--- src/rtl/md_pkg.sv ---
// Shared definitions for the RV32M multiply/divide unit: funct3 codes,
// FSM state encoding and a small decode helper.
package md_pkg;

  localparam logic [2:0] MD_MUL    = 3'd0;
  localparam logic [2:0] MD_MULH   = 3'd1;
  localparam logic [2:0] MD_MULHSU = 3'd2;
  localparam logic [2:0] MD_MULHU  = 3'd3;
  localparam logic [2:0] MD_DIV    = 3'd4;
  localparam logic [2:0] MD_DIVU   = 3'd5;
  localparam logic [2:0] MD_REM    = 3'd6;
  localparam logic [2:0] MD_REMU   = 3'd7;

  typedef enum logic [1:0] {
    ST_IDLE = 2'd0,
    ST_MUL  = 2'd1,
    ST_DIV  = 2'd2,
    ST_DONE = 2'd3
  } md_state_e;

  // DIV and REM treat their operands as two's complement.
  function automatic logic md_div_signed(input logic [2:0] f);
    return f[2] & ~f[0];
  endfunction

endpackage

--- src/rtl/md_div_core.sv ---
// Iterative restoring divider on unsigned magnitudes, one quotient bit per
// cycle. quotient/remainder show the values after the current cycle's step.
module md_div_core
  import md_pkg::*;
#(
  parameter int XLEN = 32
) (
  input  logic            clk,
  input  logic            rst,
  input  logic            start,
  input  logic            abort,
  input  logic [XLEN-1:0] dividend,
  input  logic [XLEN-1:0] divisor,
  output logic            busy,
  output logic [XLEN-1:0] quotient,
  output logic [XLEN-1:0] remainder
);

  localparam int CW = $clog2(XLEN);

  logic [XLEN-1:0] quo_q, quo_d, rem_q, rem_d, dvs_q, dvs_d;
  logic [CW-1:0]   cnt_q, cnt_d;
  logic            busy_q, busy_d;
  logic [XLEN:0]   trial;

  always_comb begin
    quo_d  = quo_q;
    rem_d  = rem_q;
    dvs_d  = dvs_q;
    cnt_d  = cnt_q;
    busy_d = busy_q;
    // trial[XLEN] set means the shifted remainder is below the divisor.
    trial  = {rem_q, quo_q[XLEN-1]} - {1'b0, dvs_q};
    if (abort) begin
      quo_d  = '0;
      rem_d  = '0;
      dvs_d  = '0;
      cnt_d  = '0;
      busy_d = 1'b0;
    end else if (start) begin
      quo_d  = dividend;
      rem_d  = '0;
      dvs_d  = divisor;
      cnt_d  = '0;
      busy_d = 1'b1;
    end else if (busy_q) begin
      if (!trial[XLEN]) rem_d = trial[XLEN-1:0];
      else              rem_d = {rem_q[XLEN-2:0], quo_q[XLEN-1]};
      quo_d = {quo_q[XLEN-2:0], ~trial[XLEN]};
      cnt_d = cnt_q + CW'(1);
      if (cnt_q == CW'(XLEN-1)) busy_d = 1'b0;
    end
  end

  always_ff @(posedge clk) begin
    if (rst) begin
      quo_q  <= '0;
      rem_q  <= '0;
      dvs_q  <= '0;
      cnt_q  <= '0;
      busy_q <= 1'b0;
    end else begin
      quo_q  <= quo_d;
      rem_q  <= rem_d;
      dvs_q  <= dvs_d;
      cnt_q  <= cnt_d;
      busy_q <= busy_d;
    end
  end

  assign busy      = busy_q;
  assign quotient  = quo_d;
  assign remainder = rem_d;

endmodule

--- src/rtl/ex_muldiv.sv ---
// RV32M multiply/divide unit in EX. Handshake: an op is accepted in IDLE when
// md_valid & ~md_kill; md_stall holds EX until md_done, which persists while md_hold.
module ex_muldiv
  import md_pkg::*;
#(
  parameter int XLEN    = 32,
  parameter int MUL_LAT = 1
) (
  input  logic            clk,
  input  logic            cpurst,
  input  logic            md_valid,
  input  logic [2:0]      md_funct3,
  input  logic [XLEN-1:0] md_op1,
  input  logic [XLEN-1:0] md_op2,
  input  logic            md_kill,
  input  logic            md_hold,
  output logic            md_stall,
  output logic [XLEN-1:0] md_result,
  output logic            md_done
);

  localparam int CW = $clog2(XLEN);

  md_state_e       state_q, state_d;
  logic [CW-1:0]   cnt_q, cnt_d;
  logic [XLEN-1:0] op1_q, op1_d, op2_q, op2_d, result_q, result_d;
  logic [2:0]      funct3_q, funct3_d;
  logic            done_q, done_d;
  logic            stall_c;

  logic            div_start, div_busy;
  logic [XLEN-1:0] div_dividend, div_divisor, div_quo, div_rem;
  logic            in_sgn, in_zero, in_ovf, neg_q, neg_r;
  logic [XLEN:0]   mul_a, mul_b;
  logic [2*XLEN-1:0] product;
  logic [XLEN-1:0] mul_sel, div_sel;

  // Incoming divide operands reduced to magnitudes before the core sees them.
  assign in_sgn       = md_div_signed(md_funct3);
  assign div_dividend = (in_sgn && md_op1[XLEN-1]) ? -md_op1 : md_op1;
  assign div_divisor  = (in_sgn && md_op2[XLEN-1]) ? -md_op2 : md_op2;
  assign in_zero      = (md_op2 == '0);
  assign in_ovf       = in_sgn && (md_op1 == {1'b1, {(XLEN-1){1'b0}}}) && (md_op2 == '1);

  assign mul_a   = {((funct3_q == MD_MULH) || (funct3_q == MD_MULHSU)) & op1_q[XLEN-1], op1_q};
  assign mul_b   = {(funct3_q == MD_MULH) & op2_q[XLEN-1], op2_q};
  assign product = (2*XLEN)'($signed(mul_a) * $signed(mul_b));
  assign mul_sel = (funct3_q == MD_MUL) ? product[XLEN-1:0] : product[2*XLEN-1:XLEN];

  assign neg_q   = md_div_signed(funct3_q) & (op1_q[XLEN-1] ^ op2_q[XLEN-1]);
  assign neg_r   = md_div_signed(funct3_q) & op1_q[XLEN-1];
  assign div_sel = funct3_q[1] ? (neg_r ? -div_rem : div_rem)
                               : (neg_q ? -div_quo : div_quo);

  md_div_core #(.XLEN(XLEN)) u_div (
    .clk       (clk),
    .rst       (cpurst),
    .start     (div_start),
    .abort     (md_kill),
    .dividend  (div_dividend),
    .divisor   (div_divisor),
    .busy      (div_busy),
    .quotient  (div_quo),
    .remainder (div_rem)
  );

  always_comb begin
    state_d   = state_q;
    cnt_d     = cnt_q;
    op1_d     = op1_q;
    op2_d     = op2_q;
    funct3_d  = funct3_q;
    result_d  = result_q;
    done_d    = 1'b0;
    div_start = 1'b0;
    stall_c   = 1'b0;
    if (md_kill) begin
      state_d  = ST_IDLE;
      cnt_d    = '0;
      result_d = '0;
    end else begin
      case (state_q)
        ST_IDLE: begin
          if (md_valid) begin
            stall_c  = 1'b1;
            op1_d    = md_op1;
            op2_d    = md_op2;
            funct3_d = md_funct3;
            cnt_d    = '0;
            if (!md_funct3[2]) begin
              state_d = ST_MUL;
            end else if (in_zero) begin
              state_d  = ST_DONE;
              done_d   = 1'b1;
              result_d = md_funct3[1] ? md_op1 : '1;
            end else if (in_ovf) begin
              state_d  = ST_DONE;
              done_d   = 1'b1;
              result_d = md_funct3[1] ? '0 : md_op1;
            end else begin
              state_d   = ST_DIV;
              div_start = 1'b1;
            end
          end
        end
        ST_MUL: begin
          stall_c = 1'b1;
          cnt_d   = cnt_q + CW'(1);
          if (cnt_q == CW'(MUL_LAT-1)) begin
            state_d  = ST_DONE;
            done_d   = 1'b1;
            result_d = mul_sel;
            cnt_d    = '0;
          end
        end
        ST_DIV: begin
          stall_c = 1'b1;
          cnt_d   = cnt_q + CW'(1);
          // The core's busy flag is a backstop should the two counters ever disagree.
          if ((cnt_q == CW'(XLEN-1)) || !div_busy) begin
            state_d  = ST_DONE;
            done_d   = 1'b1;
            result_d = div_sel;
            cnt_d    = '0;
          end
        end
        ST_DONE: begin
          if (md_hold) done_d = 1'b1;
          else         state_d = ST_IDLE;
        end
        default: state_d = ST_IDLE;
      endcase
    end
  end

  always_ff @(posedge clk) begin
    if (cpurst) begin
      state_q  <= ST_IDLE;
      cnt_q    <= '0;
      op1_q    <= '0;
      op2_q    <= '0;
      funct3_q <= '0;
      result_q <= '0;
      done_q   <= 1'b0;
    end else begin
      state_q  <= state_d;
      cnt_q    <= cnt_d;
      op1_q    <= op1_d;
      op2_q    <= op2_d;
      funct3_q <= funct3_d;
      result_q <= result_d;
      done_q   <= done_d;
    end
  end

  assign md_stall  = stall_c & ~cpurst;
  assign md_result = result_q;
  assign md_done   = done_q;

endmodule

--- config.mk ---
export PLATFORM = sky130hd
export DESIGN_NAME = ex_muldiv
export DESIGN_NICKNAME = d
export VERILOG_FILES = /design/src/rtl/md_pkg.sv /design/src/rtl/md_div_core.sv /design/src/rtl/ex_muldiv.sv
export SDC_FILE = /design/constraint.sdc
export NUM_CORES = 2
export LEC_CHECK = 0
export BUFFER_PORTS_ARGS = -buffer_cell sky130_fd_sc_hd__buf_2
export CAP_MARGIN = 10
export CELL_PAD_IN_SITES_DETAIL_PLACEMENT = 1
export CELL_PAD_IN_SITES_GLOBAL_PLACEMENT = 2
export CORE_ASPECT_RATIO = 1.4
export CORE_MARGIN = 3
export CORE_UTILIZATION = 42
export CTS_BUF_LIST = sky130_fd_sc_hd__clkbuf_8
export CTS_CLUSTER_DIAMETER = 150
export DETAILED_ROUTE_END_ITERATION = 8
export GPL_TIMING_DRIVEN = 0
export PLACE_DENSITY_LB_ADDON = 0.1
export SKIP_LAST_GASP = 1
export SLEW_MARGIN = 20
export SYNTH_ARGS = -nofsm -noshare
export SYNTH_HDL_FRONTEND = slang
export SYNTH_SLANG_ARGS = --single-unit
--- constraint.sdc ---
create_clock -name clk -period 12.62 [get_ports clk]
set_clock_uncertainty 0.1 [all_clocks]
set_input_delay 1.262 -clock clk [delete_from_list [all_inputs] [get_ports clk]]
set_output_delay 1.262 -clock clk [all_outputs]
set_load 0.05 [all_outputs]
==> results.sh <==
export IMPL_status="finished, final reports clean"
export IMPL_final_cells=8077
export IMPL_cp_end_kind="register"
export IMPL_slew_viol_final=0
export IMPL_synth_seq_cells=209
export IMPL_min_path_cells=1
export IMPL_finalSetupViolCount=0
export IMPL_crit_fanout=10
export IMPL_dpl_hpwl_microns=217700
export IMPL_register_area_sq_mm=0.004184
export IMPL_final_cell_area_sq_mm=0.05621
export IMPL_totalWireLength_microns=253200
export IMPL_post_cts_buffers=0
export IMPL_synth_most_common_cell="inv_1"
export IMPL_max_freq_ghz=0.08024
export IMPL_hold_path_class="reg -> reg"
export IMPL_drive_above_1_share=0.04103
export IMPL_dpl_cell_area_sq_mm=0.05536
export IMPL_htree_levels=2
export IMPL_core_sq_mm=0.1244
export IMPL_setup_tns_ns=0
export IMPL_finalCritPeriodShare=0.9875
export IMPL_grt_start_max_net_pins=17
export IMPL_r2r_slack_ns=0.16
export IMPL_post_synth_num_cell_types=91
export IMPL_period_needed_ns=12.46
export IMPL_finalWorstSetupSlack_ns=0.1572
export IMPL_power_density_mw_per_mm2=48.98
export IMPL_cts_root_buf="clkbuf_8"
export IMPL_cts_buffers=34
export IMPL_ir_worst_vdd_mv=0.06936
export IMPL_synth_top_area_frac=0.4273
export IMPL_die_w_microns=305.5
export IMPL_area_delta_synth_final_pct=6.548
export IMPL_top_usage_layer="met2"
export IMPL_nFillCells=15070
export IMPL_synth_common_cells="inv_1, fa_1, nand2_1"
export IMPL_synth_area_sq_mm=0.05276
export IMPL_drc=0
export IMPL_yosys_warnings=0
export IMPL_ioPinCount=106
export IMPL_synth_edf_count=0
export IMPL_slowest_delay_ns=0.80
export IMPL_totalPowerFinal_mw=2.754
export IMPL_synth_area_top_cells="fa_1, inv_1, dfxtp_1"
export IMPL_dr_pass1_iters=7
export IMPL_slew_headroom=0.1406
export IMPL_yosys_most_used_dff="dfxtp_1"
export IMPL_r2r_cells=33
export IMPL_timing_rr_end="md_result[31]"
export IMPL_cts_tree="built"
export IMPL_fp_row_count=153
export IMPL_criticalPathCategory="reg -> reg"
export IMPL_place_inst=8006
export IMPL_cpMaxStageDelayCell="fa_2"
export IMPL_critPathArrivalTime_ns=12.85
export IMPL_vias_per_cell=5.692
export IMPL_crit_end="md_result[31]"
export IMPL_worstMarginPinSlew_ns=1.289
export IMPL_io_buffers=94
export IMPL_clkTransAtPathRegs_ns=0.09
export IMPL_met2_usage=0.6834
export IMPL_crit_path_frequent_cell="fa_1"
export IMPL_leakagePower_nw=25.10
export IMPL_seq_area_frac_synth=0.07930
export IMPL_initial_core_util=0.4240
export IMPL_async_flop_share=0
export IMPL_fp_dieH_microns=425.4
export IMPL_drt_iter0_markers=3150
export IMPL_overflow=0
export IMPL_path_depth=33
export IMPL_routedWlPerCell_microns=31.35
export IMPL_detail_route_antenna_nets=0
export IMPL_clk_path_buf_depth=3
export IMPL_vias=45980
export IMPL_hold_violations=0
export IMPL_grtUsageMet1=0.4212
export IMPL_drv_cap=0
export IMPL_synth_nets=7741
export IMPL_multi_input_area_sq_mm=0.04251
export IMPL_groute_usage_overall=0.3941
export IMPL_path_delay_family="adder cells"
export IMPL_clk_latency_ns=0.63
export IMPL_die_area_sq_mm=0.1300
export IMPL_critPathRequiredTime_ns=13.01
export IMPL_cts_sinks=209
export IMPL_nets=7871
export IMPL_crit_path_start="funct3_q[1]"
export IMPL_antenna_found_initial=20
export IMPL_grt_pass1_vias=51090
export IMPL_synthCells=6283
export IMPL_synth_avg_cell_area_sq_um=8.397
export IMPL_ctsHoldBuffers=0
export IMPL_gp_congestion=1.014
export IMPL_r2r_start="funct3_q[1]"
export IMPL_startpoint_type="register"
export IMPL_dp_slack_ns=-0.9617
export IMPL_grt_pass1_wl_microns=364500
export IMPL_crit_buf_inv=7
export IMPL_synth_area_leader_cell="fa_1"
export IMPL_use_met3=0.04454
==> what timing repair did <==
item / CTS / global route
cloned: 0 / 0
gates resized for setup: 5 / 8
setup endpoints to repair: 9 / 3
==> worst min path at each step <==
stage | slack, ns | endpoint | from
floorplan | 0.33 | u_div.dvs_q[30] | u_div.dvs_q[30]
global placement | 0.35 | md_result[22] | md_result[22]
detailed placement | 0.35 | md_result[22] | md_result[22]
CTS | 0.37 | md_result[22] | md_result[22]
global route | 0.38 | md_result[22] | md_result[22]
finish | 0.37 | md_result[22] | md_result[22]
==> state kept, by name (all words and copies together), names as in the netlist <==
name	count
op1_q	32
u_div.cnt_q	5
md_result	32
u_div.rem_q	32
u_div.quo_q	32
funct3_q	3
u_div.dvs_q	32
md_done	1
u_div.busy	1
state_q	2
op2_q	32
cnt_q	5
==> per-layer routing <==
metal | up-vias | wire (microns)
met5 | - | 27
met3 | 751 | 13090
met1 | 24020 | 86680
li1 | 19480 | -
met4 | 4 | 29780
met2 | 1721 | 123600
==> where the power goes <==
part           total [mW]  switching, mW  internal [mW]
logic                1.26          0.921          0.341
clock network       0.769          0.351          0.417
registers           0.722         0.0434          0.679
==> logic make-up after synthesis <==
logic type / Yosys count / share of synthesized area
adder cells (fa/ha/maj): 1386 / 0.4889
flip-flops: 209 / 0.07930
AND/OR/NAND/NOR: 2001 / 0.1725
AO/OA/AOI/OAI: 813 / 0.09989
XOR/XNOR: 209 / 0.03470
multiplexers: 45 / 0.008751
buffers and inverters: 1620 / 0.1159
==> per-stage QoR <==
step	hold WS, ns	utilization
floorplan	0.3319	-
global placement	0.3482	0.4441
detailed placement	0.3489	0.4449
CTS	0.3696	0.4514
global route	0.3761	0.4516
finish	0.3675	0.4518
==> worst reg2reg max path, delay by kind of cell (launching register included) <==
kind	cells	cell delay, ns
adders and majority gates	9	5.07
AOI/OAI and AO/OA	8	2.36
and+or+nand+nor	7	2.23
buffers and inverters	7	1.60
xor gates and xnor gates	2	0.51
DFF	1	0.44
==> cell type report <==
class,count,area share
Tap cell,1627,0.03621
Clock buffer,37,0.009059
Multi-Input combinational cell,4454,0.7563
Antenna cell,15,0.0006677
Clock inverter,21,0.005053
Sequential cell,209,0.07443
Inverter,1242,0.08293
Buffer,376,0.02638
Timing Repair Buffer,96,0.008992
==> placed cells by master, fill, tap and decap left out, drive strengths merged, types with 32 or more instances in the layout <==
cell type	Yosys	final
a211oi	60	60
a21o	55	55
a21oi	250	250
a31oi	47	47
and2	320	320
buf	34	130
clkbuf	344	378
dfxtp	209	209
fa	1126	1126
ha	260	260
inv	1241	1247
mux2i	36	36
nand2	1058	1058
nand3	70	70
nor2	295	295
nor2b	43	43
nor3	53	53
o21ai	174	174
o31ai	32	32
xnor2	128	128
xor2	81	81
Power figures use the tool's default switching activity.
